<file path="src/rtl/apb_mem_bridge.sv">
`default_nettype none
// ============================================================================
// Module      : apb_mem_bridge
// Description : APB4 completer in front of a 1024x32 single-port RAM with
//               asynchronous read. Each APB transfer becomes one RAM access.
//               WAIT_STATES adds that many ACCESS cycles with pready low.
//               Byte strobes are applied as a single-cycle read-modify-write:
//               the merged word is driven during the response cycle and
//               committed by the RAM on the edge that ends it. Misaligned or
//               out-of-range addresses complete with pslverr=1 and do not
//               touch the RAM.
// Ports       : clk, rst (sync, active-high)
//               psel, penable, pwrite, paddr, pwdata, pstrb   APB request
//               pready, prdata, pslverr                       APB response
//               mem_addr, mem_we, mem_wdata, mem_rdata         RAM port
// Revision    : 1.0 - initial release
// ============================================================================
module apb_mem_bridge #(
    parameter int ADDR_W      = 32,
    parameter int WAIT_STATES = 0
) (
    input  logic              clk,
    input  logic              rst,
    input  logic              psel,
    input  logic              penable,
    input  logic              pwrite,
    input  logic [ADDR_W-1:0] paddr,
    input  logic [31:0]       pwdata,
    input  logic [3:0]        pstrb,
    output logic              pready,
    output logic [31:0]       prdata,
    output logic              pslverr,
    output logic [9:0]        mem_addr,
    output logic              mem_we,
    output logic [31:0]       mem_wdata,
    input  logic [31:0]       mem_rdata
);

    typedef enum logic [1:0] {
        S_IDLE = 2'd0,
        S_WAIT = 2'd1,
        S_RESP = 2'd2
    } state_t;

    localparam logic [3:0] c_wait_init = WAIT_STATES[3:0];

    state_t      r_state;
    state_t      w_next;
    logic [3:0]  r_cnt;
    logic [9:0]  r_addr;
    logic        r_write;
    logic [31:0] r_wdata;
    logic [3:0]  r_strb;
    logic        r_err;
    logic        r_pready;
    logic        r_pslverr;
    logic        r_we;

    logic        w_setup;
    logic        w_cap;
    logic        w_hi_err;
    logic        w_err_in;
    logic        w_err_sel;
    logic        w_write_sel;
    logic [3:0]  w_strb_sel;
    logic        w_enter_resp;

    // Address bits above the 4 KiB window must be zero.
    generate
        if (ADDR_W > 12) begin : g_hi_addr
            assign w_hi_err = |paddr[ADDR_W-1:12];
        end else begin : g_no_hi_addr
            assign w_hi_err = 1'b0;
        end
    endgenerate

    assign w_setup  = psel & ~penable;
    assign w_cap    = (r_state == S_IDLE) & w_setup;
    assign w_err_in = (paddr[1:0] != 2'b00) | w_hi_err;

    // With zero wait states the response starts on the edge that captures
    // the transfer, so the response flags must look at the incoming request
    // rather than the (not yet loaded) holding registers.
    assign w_err_sel   = w_cap ? w_err_in : r_err;
    assign w_write_sel = w_cap ? pwrite   : r_write;
    assign w_strb_sel  = w_cap ? pstrb    : r_strb;
    assign w_enter_resp = (w_next == S_RESP);

    // Next-state logic
    always_comb begin
        w_next = r_state;
        case (r_state)
            S_IDLE: begin
                if (w_setup) begin
                    w_next = (c_wait_init != 4'd0) ? S_WAIT : S_RESP;
                end
            end
            S_WAIT: begin
                if (!psel) begin
                    w_next = S_IDLE;
                end else if (r_cnt == 4'd1) begin
                    w_next = S_RESP;
                end
            end
            S_RESP:  w_next = S_IDLE;
            default: w_next = S_IDLE;
        endcase
    end

    // State register, transfer capture and registered outputs
    always_ff @(posedge clk) begin
        if (rst) begin
            r_state   <= S_IDLE;
            r_cnt     <= 4'd0;
            r_addr    <= 10'd0;
            r_write   <= 1'b0;
            r_wdata   <= 32'd0;
            r_strb    <= 4'd0;
            r_err     <= 1'b0;
            r_pready  <= 1'b0;
            r_pslverr <= 1'b0;
            r_we      <= 1'b0;
        end else begin
            r_state <= w_next;
            if (w_cap) begin
                r_addr  <= paddr[11:2];
                r_write <= pwrite;
                r_wdata <= pwdata;
                r_strb  <= pstrb;
                r_err   <= w_err_in;
                r_cnt   <= c_wait_init;
            end else if (r_state == S_WAIT) begin
                r_cnt <= r_cnt - 4'd1;
            end
            r_pready  <= w_enter_resp;
            r_pslverr <= w_enter_resp & w_err_sel;
            r_we      <= w_enter_resp & w_write_sel & ~w_err_sel & (|w_strb_sel);
        end
    end

    assign pready   = r_pready;
    assign pslverr  = r_pslverr;
    assign mem_addr = r_addr;
    // A reset arriving during the response cycle must keep the RAM from
    // committing at that same edge, hence the direct gating by rst.
    assign mem_we   = r_we & ~rst;
    assign prdata   = (r_pready & ~r_write & ~r_err) ? mem_rdata : 32'd0;

    // Byte-lane merge of the captured write data over the current RAM word.
    always_comb begin
        mem_wdata = 32'd0;
        if (r_pready) begin
            for (int i = 0; i < 4; i++) begin
                mem_wdata[8*i +: 8] = r_strb[i] ? r_wdata[8*i +: 8] : mem_rdata[8*i +: 8];
            end
        end
    end

endmodule
`default_nettype wire

</file>
<file path="config.mk">
export PLATFORM = sky130hd
export DESIGN_NAME = apb_mem_bridge
export DESIGN_NICKNAME = d
export VERILOG_FILES = /design/src/rtl/apb_mem_bridge.sv
export SDC_FILE = /design/constraint.sdc
export NUM_CORES = 1
export LEC_CHECK = 0
export BUFFER_PORTS_ARGS = -buffer_cell sky130_fd_sc_hd__buf_4
export CAP_MARGIN = 20
export CORE_MARGIN = 4
export CORE_UTILIZATION = 47
export CTS_BUF_LIST = sky130_fd_sc_hd__clkbuf_4 sky130_fd_sc_hd__clkbuf_8
export CTS_CLUSTER_DIAMETER = 60
export DETAILED_ROUTE_END_ITERATION = 12
export PLACE_DENSITY = 0.92
export SETUP_SLACK_MARGIN = 0.1
export SLEW_MARGIN = 20
export SYNTH_ARGS = -nofsm -noshare
export SYNTH_HDL_FRONTEND = slang
export SYNTH_SLANG_ARGS = --single-unit
</file>
<file path="constraint.sdc">
create_clock -name clk -period 2.6 [get_ports clk]
set_clock_uncertainty 0.15 [all_clocks]
set_input_delay 0.26 -clock clk [delete_from_list [all_inputs] [get_ports clk]]
set_output_delay 0.26 -clock clk [all_outputs]
set_load 0.03 [all_outputs]
</file>
Word-level counts from Yosys, hierarchy flattened. Cells that the tools add are included.

Bits in registers: 57. Output and inout bits: 77. Word-level logic and storage cells: 47.

$add $sub $neg: 1. Equality and inequality tests: 3. Multiplexer cells: 13. Bitwise gates (word level): 15. Reductions and logical operators: 5.

Operator list (number): 32-bit 2-to-1 mux (2); 8-bit 2-to-1 mux (4); 20-bit OR reduction (1); 1-bit AND (9); 2-bit 2-to-1 mux (3); 1-bit NOT (5); 4-bit by 1-bit == test with 1-bit output, second input constant (1); 4-bit 2-to-1 mux (1); 2-bit case mux with 2 select lines (1); 4-bit OR reduction (1); 4-bit by 1-bit subtractor with 4-bit output, second input constant (1); 2-bit by 1-bit == test with 1-bit output, second input constant (1); 2-bit == test, second input constant (1); 2-bit zero test (1); 1-bit 2-to-1 mux (2); 2-bit nonzero test (1); 2-bit OR reduction (1); 1-bit OR (1).

Depth between registers and ports, before layout.
Depth after elaboration: 8. Mapped depth: 6.

Least setup slack after synthesis. OpenSTA, ideal clock, no wires.

Kind: register to output. Start: register r_pready, in the netlist pready. End: output port prdata[10]. Data arrival time: 1.471 ns. Required time: 2.190 ns. Setup slack: 0.719 ns. Stages on the path, launching flop included: 4. Cell sequence: dfxtp_1 nor3b_1 clkbuf_1 and2_1.

Cells in the longest elaborated chain, start to end: 3.

RTL lines: from (decl) (RTL line 55) `logic r_pready;`; from (signal assigned) (RTL line 135) `r_pready <= w_enter_resp;`; 1-bit AND (2 in a row) (RTL line 147) `assign prdata = (r_pready & ~r_write & ~r_err) ? mem_rdata : 32'd0;`; 32-bit 2-to-1 mux (RTL line 147); to (decl) (RTL line 31) `output logic [31:0] prdata,`.

Every way passes these cells.

Worst setup path in the final report.
Start: register r_state[1]. End: register r_wdata[30].

Cells in the longest elaborated chain, start to end: 2.

RTL lines: from (decl) (RTL line 47) `state_t r_state;`; from (signal assigned) (RTL line 124) `r_state <= w_next;`; 2-bit zero test (RTL line 78) `assign w_cap = (r_state == S_IDLE) & w_setup;`; 1-bit AND (RTL line 78); to (signal assigned) (RTL line 128) `r_wdata <= pwdata;`; to (decl) (RTL line 52) `logic [31:0] r_wdata;`.

Every way passes these cells. A chain may end at the register's enable or synchronous reset.

==> flow_summary.toml <==
[min_path]
hp-start = "pwdata[0]"
whs_path_depth = 3
hp-class = "in2reg"
holdPathEnd = "r_wdata[0]$_SDFFE_PP0P_"

[drt]
firstDrtPassIters = 4
route.detailed.drc = 0
via_per_inst = 5.01
drt-initial-drc-count = 149
wl_per_cell_microns = 14.4
via_count = 3064
routed_wl_microns = 8800
ant_nets = 0

[critical_path]
r2r-start = "r_state[1]$_SDFF_PP0_"
r2r_slack_ns = 0.46
cp_max_fo = 31
start_kind = "flop"
crit_required_ns = 2.62
arrival_ns = 2.17
r2r_end = "r_wdata[30]$_SDFFE_PP0P_"
end_kind = "flop"
r2r_cells = 4
crit_type = "reg2reg"

[logic_synthesis]
syn_nets = 471
synth_seq_cells = 57
ys_types = 29
syn-cell-area_sq_mm = 0.00287
ys_seq_area_frac = 0.397
yosysTopAreaCellShare = 0.397
synth_area_leaders = "dfxtp_1 (40%), nand2_1 (13%), mux2i_1 (11%)"
yosys_warnings = 0
syn_area_per_cell_sq_um = 7.90
postSynthCellCount = 364
synth_area_leader_cell = "dfxtp_1"

[placed_design]
place_ws_ns = 0.443
place_congestion = 0.802
dpl.hpwl_microns = 6790
port_buffers = 181
dp.cells = 598
place_area_sq_mm = 0.00424

[job]
cap_violations = 0

[die]
dieHeight_microns = 86.2
io_pins = 182
fp.dieW_microns = 86.2
fp.dieArea_sq_mm = 0.00743
start_util = 0.485
core_sq_mm = 0.00592
num_rows = 28

[sta]
finalSetupViolCount = 0
fin_crit_sh = 0.824
setup_tns_ns = 0
worst_pin_slew_ns = 0.658
fmax_mhz = 466
worst_slew_margin_rel = 0.562
slew_violations = 0
rsz0062_at_grt = "false"
period_needed_ns = 2.14
final_hold_viol_count = 0
setup_slack_ns = 0.456

[clock_tree]
cts_buffers = 9
clk_latency_ns = 0.32
cts_hold_buf = 0
postCtsSetupRepairBufs = 0
clock-sinks = 57
cts-htree-levels = 3
cts.clk_slew.worst_paths_ns = 0.06
cts.path.max_buffers = 2
post_cts_resized = 0
clock-root-buffer = "clkbuf_8"
tritoncts = "done"

[power_and_ir_drop]
leakage_nw = 1.97
ir_drop_uv = 496
power_density_mw_per_mm2 = 470

[finish]
antenna_cells = 0
nets = 641
stdcell_area_sq_mm = 0.00442
drive_gt1_frac = 0.385
syn2layout_area_growth_pct = 53.7
stdcell_count = 612
nFillCells = 455
final_cell_mix = "buf_4 (187), nand2_1 (96), dfxtp_1 (57), a21oi_1 (48), nor2b_1 (34)"
final_util = 0.746
layout.cells.most_common = "buf_4"

[grt]
grt_pass1_vias = 2954
grt_first_pass_wirelength_microns = 13500
gr-total-overflow = 0
globalRouteTotalUtil = 0.226
antenna_found_initial = 0
grt_max_degree = 58

[run_status]
status = "completed"
## cells by family after synthesis
kind of cell    count (synthesis)  share of synthesized area
compound gates                 53                     0.0988
xor+xnor                        3                    0.00914
fa+ha+maj                       2                    0.00871
buf+inv                        30                     0.0492
flops                          57                      0.397
mux                            32                      0.111
simple gates                  187                      0.326
## how the worst max path moves through the flow
stage                                startpoint                       end  slack (ns)  depth (start not counted)
after global placement                  penable  mem_addr[0]$_SDFFE_PP0P_        0.49                          5
final                     r_state[1]$_SDFF_PP0_  r_wdata[30]$_SDFFE_PP0P_        0.46                          4
after floorplan               pready$_SDFF_PP0_                prdata[10]        0.72                          3
after CTS                 r_state[1]$_SDFF_PP0_  r_wdata[30]$_SDFFE_PP0P_        0.44                          4
after detailed placement  r_state[1]$_SDFF_PP0_  r_wdata[30]$_SDFFE_PP0P_        0.44                          4
after global routing      r_state[1]$_SDFF_PP0_  mem_addr[5]$_SDFFE_PP0P_        0.35                          4
## layout make-up
class / instances / area, sq um / share of cell area
multi-input combinational: 277 / 1600 / 0.361
timing repair buffer: 187 / 1400 / 0.318
sequential: 57 / 1140 / 0.258
clock buffer: 14 / 174 / 0.0394
tap: 75 / 93.8 / 0.0212
inverter: 2 / 7.51 / 0.00170
## synth_stat cells
cell type / number
nor3b_1: 2
a21oi_2: 1
xnor2_1: 1
or4b_1: 1
nand2_1: 96
a21oi_1: 48
nand2_2: 1
ha_1: 2
clkbuf_2: 1
inv_1: 2
nor4b_4: 1
a211oi_2: 1
buf_6: 2
buf_1: 1
nor2b_1: 34
and2_1: 32
nor4_1: 8
mux2i_1: 32
nand4_1: 1
o22ai_1: 1
nor3_1: 6
o21a_1: 1
a2111oi_0: 1
dfxtp_1: 57
clkbuf_1: 14
nand3_1: 2
xor2_1: 2
nor2_1: 3
buf_2: 10
## metal layers
layer	GRT usage	part of all wire
met1	0.246	0.37
met2	0.422	0.53
met3	0.0599	0.084
met4	0.0722	0.015
met5	0	0
## state kept, by name, indices dropped and copies added, names as in the netlist
signal / flops
r_write: 1
r_we: 1
r_strb: 4
r_state: 2
mem_addr: 10
r_wdata: 32
pready: 1
r_cnt: 4
r_err: 1
pslverr: 1
## stage by stage
step / power, mW / hold slack, ns
2_1_floorplan: 1.16 / 0.200
3_3_place_gp: 1.36 / 0.292
3_5_place_dp: 1.37 / 0.297
4_1_cts: 2.10 / 0.0212
5_1_grt: 2.17 / 0.0291
6_report: 2.08 / 0.0381
## power by group
part | internal, mW | switching (mW) | total, mW
Clock | 0.420 | 0.306 | 0.726
Combinational | 0.207 | 0.202 | 0.408
Sequential | 0.910 | 0.0323 | 0.943
## critical path: stages, from the launching register on
cell and delay (ns):
dfxtp_1 0.34, or4b_2 1.02, buf_4 0.34, nand2_1 0.09, a21oi_1 0.07
No activity file was read; power rests on OpenSTA's default activity.
